**src/rtl/scroll_controller.sv**
```systemverilog
// Frame-tick driven scroll/progress generator: synchronizes frame_clk into Clk,
// advances fine_x/BG_step while the player holds right past the threshold.
module scroll_controller #(
  parameter int unsigned STEP_MAX = 300,
  parameter int unsigned X_THRESH = 320,
  parameter int unsigned SPEED    = 2
) (
  input  logic        Clk,
  input  logic        Reset,
  input  logic        frame_clk,
  input  logic [31:0] keycode,
  input  logic [9:0]  mario_X_Pos,
  input  logic        freeze,
  output logic [8:0]  BG_step,
  output logic [3:0]  fine_x,
  output logic        scrolling,
  output logic        level_done
);

  typedef enum logic [1:0] {IDLE, RUN, FINISH} state_t;

  state_t      state_q;
  logic        s1_q, s2_q, s3_q;
  logic [8:0]  step_q;
  logic [3:0]  fine_q;
  logic        scroll_q;
  logic        done_q;

  logic        tick;
  logic        right_on, left_on, eligible;
  logic [4:0]  sum_d;
  logic [8:0]  step_d;
  logic        hit_max;

  assign tick = s2_q & ~s3_q;

  always_comb begin
    right_on = 1'b0;
    left_on  = 1'b0;
    for (int unsigned i = 0; i < 4; i++) begin
      if (keycode[8*i +: 8] == 8'h07) right_on = 1'b1;
      if (keycode[8*i +: 8] == 8'h04) left_on  = 1'b1;
    end
    eligible = right_on & ~left_on & (mario_X_Pos >= 10'(X_THRESH));
    sum_d    = {1'b0, fine_q} + 5'(SPEED);
    step_d   = step_q + 9'd1;
    hit_max  = sum_d[4] && (step_d == 9'(STEP_MAX));
  end

  always_ff @(posedge Clk or posedge Reset) begin
    if (Reset) begin
      s1_q     <= 1'b0;
      s2_q     <= 1'b0;
      s3_q     <= 1'b0;
      state_q  <= IDLE;
      step_q   <= '0;
      fine_q   <= '0;
      scroll_q <= 1'b0;
      done_q   <= 1'b0;
    end else begin
      s1_q <= frame_clk;
      s2_q <= s1_q;
      s3_q <= s2_q;
      if (tick) begin
        if (freeze) begin
          scroll_q <= 1'b0;
        end else begin
          case (state_q)
            IDLE: begin
              if (right_on) state_q <= RUN;
            end
            RUN: begin
              if (!eligible) begin
                scroll_q <= 1'b0;
              end else if (hit_max) begin
                // Terminal step: snap to a clean FINISH output set on this same tick.
                state_q  <= FINISH;
                step_q   <= step_d;
                fine_q   <= '0;
                scroll_q <= 1'b0;
                done_q   <= 1'b1;
              end else begin
                fine_q   <= sum_d[3:0];
                scroll_q <= 1'b1;
                if (sum_d[4]) step_q <= step_d;
              end
            end
            FINISH: begin
              scroll_q <= 1'b0;
            end
            default: state_q <= IDLE;
          endcase
        end
      end
    end
  end

  assign BG_step    = step_q;
  assign fine_x     = fine_q;
  assign scrolling  = scroll_q;
  assign level_done = done_q;

endmodule

```
**config.mk**
```make
export PLATFORM = sky130hd
export DESIGN_NAME = scroll_controller
export DESIGN_NICKNAME = d
export VERILOG_FILES = /design/src/rtl/scroll_controller.sv
export SDC_FILE = /design/constraint.sdc
export NUM_CORES = 1
export LEC_CHECK = 0
export ABC_AREA = 1
export BUFFER_PORTS_ARGS = -buffer_cell sky130_fd_sc_hd__buf_4
export CAP_MARGIN = 10
export CORE_MARGIN = 2
export CORE_UTILIZATION = 34
export DETAILED_ROUTE_END_ITERATION = 7
export MAX_ROUTING_LAYER = met4
export PLACE_DENSITY = 0.7
export SYNTH_ARGS = -nofsm -noshare
export SYNTH_HDL_FRONTEND = slang
export SYNTH_SLANG_ARGS = --single-unit
```
**constraint.sdc**
```tcl
create_clock -name Clk -period 2.05 [get_ports Clk]
set_clock_uncertainty 0.2 [all_clocks]
set_input_delay 0.205 -clock Clk [delete_from_list [all_inputs] [get_ports Clk]]
set_output_delay 0.205 -clock Clk [all_outputs]
set_load 0.005 [all_outputs]
```
== Yosys cells after proc, flatten, opt, wreduce, memory -nomap -nowiden ==
Cells that the tools add are included.

* Output and inout bits: 15
* Register bits: 20
* Bits of input ports: 46

* Equality and inequality tests: 14
* Bitwise operators: 7
* Add/sub/neg operators: 2
* Reductions and logical operators: 9
* Order comparisons: 1
* Muxes and demuxes: 19

{| class="wikitable"
|+ Operator list
! kind !! count
|-
| $eq A8 B3 Y1 const B || 8
|-
| $mux W9 || 2
|-
| $mux W1 || 11
|-
| $ge A10 B9 Y1 const B || 1
|-
| $reduce_and A5 Y1 || 2
|-
| $add A9 B1 Y9 const B || 1
|-
| $eq A9 B9 Y1 const B || 1
|-
| $mux W2 || 3
|-
| $ne A2 B2 Y1 const B || 3
|-
| $pmux W2 S3 || 1
|-
| $reduce_and A6 Y1 || 1
|-
| $add A4 B2 Y5 const B || 1
|-
| $mux W4 || 1
|-
| $not A1 Y1 || 4
|-
| $reduce_and A4 Y1 || 1
|-
| $and A1 B1 Y1 || 3
|-
| $reduce_bool A3 Y1 || 1
|-
| $eq A2 B1 Y1 const B || 1
|-
| $eq A2 B2 Y1 const B || 1
|-
| $logic_not A2 Y1 || 1
|-
| $pmux W1 S2 || 1
|-
| $reduce_and A2 Y1 || 1
|-
| $reduce_bool A2 Y1 || 1
|-
| $logic_and A1 B1 Y1 || 1
|}

== Logic depth before layout (Yosys ltp) ==
Gate-level depths: netlist (run 1).

* Word-level depth: 11
* Depth in mapped cells: 13
* Depth with buffers taken out: 13

== Least setup slack after synthesis (run 1) ==
Ideal clock, no wire load.

* Path kind: reg-to-reg
* From: reg step_q[0] (netlist: BG_step[0])
* To: reg state_q[0]
* Clock period less this slack: 1.863 ns
* Path slack: 0.187 ns
* Required time: 1.734 ns
* Data arrival time: 1.546 ns
* Cell stages (with the launch flop): 14
* Setup time: 0.116 ns
* Buffers on the path: 0
* Cell sequence: dfrtp_1 -> ha_1 -> nand2_1 -> inv_1 -> nor2_1 -> nand3_1 -> nor2_1 -> nand3_1 -> nor2_1 -> nand2_1 -> nand2_1 -> nand2_1 -> nand2_1 -> nand2_1

* Word-level cells in the longest chain between the ends: 5

{| class="wikitable"
|+ Ends and longest elaborated chain
! item !! line !! text
|-
| from (decl) || 24 || <nowiki>logic [8:0] step_q;</nowiki>
|-
| from (signal assigned) || 78 || <nowiki>step_q <= step_d;</nowiki>
|-
| from (signal assigned) || 85 || <nowiki>if (sum_d[4]) step_q <= step_d;</nowiki>
|-
| $add A9 B1 Y9 || 46 || <nowiki>step_d = step_q + 9'd1;</nowiki>
|-
| $eq A9 B9 Y1 || 47 || <nowiki>hit_max = sum_d[4] && (step_d == 9'(STEP_MAX));</nowiki>
|-
| $logic_and A1 B1 Y1 || 47 ||
|-
| $ne A2 B2 Y1 (no line) || -- ||
|-
| $reduce_and A6 Y1 (no line) || -- ||
|-
| to (signal assigned) || 55 || <nowiki>state_q <= IDLE;</nowiki>
|-
| to (signal assigned) || 70 || <nowiki>if (right_on) state_q <= RUN;</nowiki>
|-
| to (signal assigned) || 77 || <nowiki>state_q <= FINISH;</nowiki>
|-
| to (decl) || 22 || <nowiki>state_t state_q;</nowiki>
|}

Every way passes these cells.
A chain may end at the register's enable or synchronous reset.

== Final worst setup path (run 1) ==
Ends and elaborated chain as after synthesis.

==> results of run 1 <==
==> critical path, stage by stage, from the launching register on <==
cell and delay [ns]:
dfrtp_1 0.38, ha_1 0.22, nand2_1 0.09, inv_1 0.06, nor2_2 0.12, nand3_1 0.08, nor2_1 0.09, nand3_1 0.09
nor2_2 0.11, nand2_1 0.07, nand2_1 0.08, nand2_1 0.05, nand2_1 0.05, nand2_1 0.04
==> metrics by stage <==
step | power [µW] | TNS (ns) | util (%)
CTS | 883 | 0 | 48.2
finish | 872 | 0 | 48.3
detailed placement | 614 | 0 | 46.5
global placement | 607 | 0 | 46.5
floorplan | 516 | 0 | -
global route | 921 | -0.0258 | 48.3
==> Yosys cell counts <==
master	number	share of area, %
xor2_1	3	1.9
nand2_1	50	14
o21ai_1	1	0.36
o21ai_0	4	1.5
a21oi_2	7	4.5
ha_1	3	2.7
nand2_2	1	0.46
and2_1	1	0.46
buf_6	1	0.82
xnor2_2	1	1.2
conb_1	1	0.27
nand4_1	3	1.4
inv_1	41	11
nor2_1	36	9.9
dfrtp_1	19	35
or2_0	1	0.46
nor2_2	3	1.4
nand3_4	1	1.3
nor3_1	4	1.5
inv_2	1	0.27
nor2_4	2	1.6
o21ai_2	1	0.64
o21bai_1	2	1.1
buf_4	1	0.55
nand3_1	17	6.2
==> final timing paths <==
check,endpoint,slack [ns],depth (start not counted)
max,state_q[0]$_DFFE_PP0P_,0.19,13
min in group asynchronous,BG_step[3]$_DFFE_PP0P_,0.43,3
max reg2reg,state_q[0]$_DFFE_PP0P_,0.19,13
min,level_done$_DFFE_PP0P_,0.07,4
min reg2reg,s2_q$_DFF_PP0_,0.15,0
max in group asynchronous,BG_step[2]$_DFFE_PP0P_,0.77,3
==> power by group through the flow <==
stage                     registers [µW]  logic (µW)  clock network, µW
after CTS                            413         197                273
after global routing                 415         220                287
after detailed placement             421         193                  0
after global placement               419         188                  0
final                                413         195                264
after floorplan                      416         100                  0
==> kinds of logic (layout without fill, tap and decap cells) <==
| kind of cell | Yosys count | count (layout) | share of synthesized area [%] |
|---|---|---|---|
| and+or+nand+nor | 119 | 119 | 38.3 |
| AOI/OAI and AO/OA | 15 | 15 | 8.04 |
| DFF | 19 | 19 | 34.7 |
| buffers and inverters | 44 | 104 | 12.9 |
| adders and majority gates | 3 | 3 | 2.74 |
| xor gates and xnor gates | 4 | 4 | 3.11 |
| other | 1 | 1 | 0.274 |
==> per-layer routing <==
metal | wire [µm] | GRT usage (%) | up-vias
li1 | - | - | 740
met3 | 309 | 2.67 | 5
met4 | 49 | 5.36 | 0
met5 | 0 | - | -
met1 | 1220 | 15.7 | 604
met2 | 1420 | 25.7 | 51
==> cell type report <==
cell class,instances,area (µm²)
fillers,432,2040
multi-input cells,142,723
flip-flops and latches,19,475
repair buffers,58,440
inverters,42,158
well taps,50,62.6
clock buffers,4,45.0
==> flip-flops by register name, indices dropped and copies added, names as in the netlist <==
signal / cells
s2_q: 1
s3_q: 1
fine_x: 3
BG_step: 9
level_done: 1
scrolling: 1
state_q: 2
s1_q: 1
==> timing repair <==
| item | in CTS | in global routing |
|---|---|---|
| endpoints found under the hold margin | 20 | 0 |
| setup endpoints to repair | 0 | 2 |
| hold buffers | 2 | 0 |
| resized for setup | 0 | 2 |
| buffers inserted | 0 | 0 |
==> summary.md, run 1 <==
| Metric | Value |
|---|---|
| Clock buffer count from CTS | 3 |
| Post-synth cell types | 25 |
| Vias in the first global route | 1,228 |
| Die Span Y | 67.5 µm |
| N_diodes | 0 |
| Grt total ovfl | 0 |
| Leading cell types in the layout, fill and taps excluded | buf_4, nand2_1, inv_1 |
| CP startpoint | BG_step[0]$_DFFE_PP0P_ |
| Setup crit start kind | flop |
| Tmin final | 1.86 ns |
| Pre-CTS WS | 0.162 ns |
| Final worst slack | 0.192 ns |
| Drt pass-1 iters | 6 |
| Die width | 67.5 µm |
| Reg power frac | 47.4% |
| Fraction of layout cells with a size suffix above 1 | 29.4% |
| Area of the mapped netlist | 1370 µm² |
| CTS H-tree lvls | 1 |
| Tightest hold margin | 0.0726 ns |
| Detail Route Antenna Nets | 0 |
| Pin count of the biggest net entering global routing | 20 |
| Cell Rows | 23 |
| Post-DP HPWL | 2430 µm |
| Combinational fraction of design power | 22.3% |
| Worst Min Path Start | freeze |
| Iteration-0 DRC Markers | 30 |
| Tcrit/Tclk final | 90.7% |
| Area growth, synth to finish | 39.0% |
| First-pass GRT wire length | 4910 µm |
| Synth Area per Inst | 6.68 µm² |
| Worst-path clk slew | 0.07 ns |
| Post-Synthesis Cells | 205 |
| Routed len/inst | 9.54 µm |
| Sw frac | 27.2% |
| R2R Path Start | BG_step[0]$_DFFE_PP0P_ |
| Commonest non-fill, non-tap cell in the layout | buf_4 |
| Crit Path Category | reg2reg |
| Buffers on Ports | 53 |
| Core region area | 3940 µm² |
| Pleak | 0.00109 µW |
| IO Pins | 61 |
| Mapped Nets | 254 |
| CTS tree | yes |
| Vias per cell | 4.44 |
| CP Capture Type | flop |
| Final setup fails | 0 |
| Required time worst endpoint | 2.01 ns |
| Final wirelength | 3010 µm |
| Final-report hold violation count | 0 |
| Starting density of the core | 34.8% |
| Maximum fanout along the worst path | 3 |
| Final GP Congestion | 0.835 |
| Nets@finish | 315 |
| Sequential area share after synthesis | 34.7% |
| VDD IR-drop max | 0.000304 V |
| Status | finished clean |
| Max Root-Sink Buffers | 2 |
| FF+latch count, synth | 19 |
| Placed Area | 1830 µm² |
| Crit path DAT | 1.81 ns |
| Tightest Pin Transition | 0.725 ns |
| Placed Cells incl. Taps | 309 |
| Non-Filler Instances | 315 |
| CTS sink count | 19 |
| Gr usage total | 14.4% |
| Yosys warns | 0 |
| MaxCap Viol Count | 0 |
| Die Area | 4550 µm² |
| Antenna violations before repair | 0 |
| Max Slew Vio Count | 0 |
| Final Cell Area | 1900 µm² |
| Clock Tree Root | clkbuf_8 |
| Clock network power share | 30.3% |
| DRC viols | 0 |
| PwrDens | 458 nW/µm² |
| Via Count | 1,400 |
| Switching Power | 237 µW |
| P_int | 635 µW |
| Clk Latency, worst-skew pair | 0.26 ns |
| Max_slew headroom | 51.6% |
| Hold WC Path Type | in2reg |
| Fmax | 0.538 GHz |
Note: power is estimated with default switching activity, not from simulation.
==> run 2, diff against run 1 <==
SETUP_SLACK_MARGIN = 0.3   (was unset)
clock period = 2.39 ns   (was 2.05 ns; I/O delays follow)
==> summary.md, run 2 (synthesis results as in run 1) <==
| Metric | Value |
|---|---|
| Maximum fanout along the worst path | 4 |
| Core region area | 3940 µm² |
| Tightest Pin Transition | 0.723 ns |
| Vias per cell | 4.43 |
| Clk Latency, worst-skew pair | 0.26 ns |
| Buffers on Ports | 53 |
| Placed Cells incl. Taps | 306 |
| Drt pass-1 iters | 4 |
| PwrDens | 380 nW/µm² |
| Via Count | 1,399 |
| Setup crit start kind | flop |
| Cell Rows | 23 |
| Antenna violations before repair | 0 |
| Die Span Y | 67.5 µm |
| Crit path DAT | 1.86 ns |
| Tmin final | 1.91 ns |
| Final-report hold violation count | 0 |
| DRC viols | 0 |
| Unrepaired setup endpoints after global routing | false |
| First-pass GRT wire length | 4620 µm |
| CP Capture Type | flop |
| Commonest non-fill, non-tap cell in the layout | buf_4 |
| Number of flip-flops under the largest register name | 9 |
| Post-DP HPWL | 2360 µm |
| Vias in the first global route | 1,178 |
| VDD IR-drop max | 0.000397 V |
| Grt total ovfl | 0 |
| MaxCap Viol Count | 0 |
| Clock Tree Root | clkbuf_8 |
| Pleak | 0.00109 µW |
| Status | finished clean |
| Path depth of the worst reg2reg path | 13 |
| Crit Reg-Reg Endpoint | state_q[0]$_DFFE_PP0P_ |
| Area growth, synth to finish | 40.1% |
| R2R Path Start | BG_step[0]$_DFFE_PP0P_ |
| Fmax | 0.524 GHz |
| Crit Path Category | reg2reg |
| Tcrit/Tclk final | 79.8% |
| CTS tree | yes |
| Gr usage total | 13.8% |
| CP endpoint | state_q[0]$_DFFE_PP0P_ |
| Nets@finish | 316 |
| Detail Route Antenna Nets | 0 |
| Starting density of the core | 34.8% |
| Die width | 67.5 µm |
| Leading cell types in the layout, fill and taps excluded | buf_4, nand2_1, inv_1 |
| TNS Setup | 0 ns |
| CP startpoint | BG_step[0]$_DFFE_PP0P_ |
| Fraction of layout cells with a size suffix above 1 | 31.2% |
| Routed len/inst | 9.59 µm |
| CTS sink count | 19 |
| Max_slew headroom | 51.7% |
| Worst-path clk slew | 0.07 ns |
| Required time worst endpoint | 2.34 ns |
| Pin count of the biggest net entering global routing | 20 |
| Tightest hold margin | 0.123 ns |
| Final GP Congestion | 0.793 |
| Iteration-0 DRC Markers | 22 |
| Final wirelength | 3030 µm |
| N_diodes | 0 |
| Max Root-Sink Buffers | 2 |
| Hold WC Path Type | in2reg |
| Max Slew Vio Count | 0 |
| Final setup fails | 0 |
| CTS H-tree lvls | 1 |
| Die Area | 4550 µm² |
| Clock buffer count from CTS | 3 |
| IO Pins | 61 |
| Worst Min Path Start | freeze |
| Non-Filler Instances | 316 |
| R2R setup slack | 0.48 ns |
## run 2: cell types whose count changed in the layout (fill, tap and decap cells not counted)
cell and change:
buf_4 +1, dfrtp_1 -2, dfrtp_2 +2, ha_1 -1, ha_2 +1, nand2_1 -1
nand2_2 +1
## run 2: worst min-delay path by stage
stage	endpoint	cells past startpoint
2_1_floorplan	BG_step[0]$_DFFE_PP0P_	1
3_3_place_gp	s2_q$_DFF_PP0_	0
3_5_place_dp	s2_q$_DFF_PP0_	0
4_1_cts	level_done$_DFFE_PP0P_	4
5_1_grt	level_done$_DFFE_PP0P_	4
6_report	level_done$_DFFE_PP0P_	4
## run 2: timing repair
action,CTS,global route
hold buffers,2,0
resized for setup,0,6
endpoints found under the setup margin,0,5
hold endpoints to repair,20,0
buffers inserted,0,4
## run 2: layer usage
| layer | global-route usage, % | vias up | wire, µm |
|---|---|---|---|
| li1 | - | 741 | - |
| met1 | 15.5 | 602 | 1310 |
| met2 | 23.7 | 51 | 1360 |
| met3 | 3.17 | 5 | 319 |
| met4 | 5.36 | 0 | 40 |
| met5 | - | - | 0 |
## run 2: report_power, final
group	internal [µW]	leakage (µW)	switching, µW
logic	73.7	0.000851	77.3
registers	340	0.000218	13.5
clock network	119	0.0000228	105
## run 2: through the flow
stage                     worst slack, ns  total power (µW)  utilization [%]  cell area, µm²
final                               0.482               729             48.7            1920
after global placement              0.377               506             46.0            1810
after floorplan                     0.527               443                -            1370
after detailed placement            0.343               509             46.0            1810
after global routing                0.282               769             48.7            1920
after CTS                           0.325               742             47.6            1880
## run 2: worst max-delay path: stages, from the launching register on
cell and delay [ns]:
dfrtp_2 0.43, ha_2 0.21, nand2_2 0.07, inv_1 0.05, nor2_2 0.14, nand3_1 0.08
nor2_1 0.09, nand3_1 0.09, nor2_2 0.13, nand2_1 0.08, nand2_1 0.08, nand2_1 0.05
nand2_1 0.05, nand2_1 0.04
## run 2: final cells by class
class,count,area [µm²]
clock buffer,4,45.0
fill,404,2020
inverter,42,158
multi-input combinational,142,728
sequential,19,478
tap,50,62.6
timing repair buffer,59,448
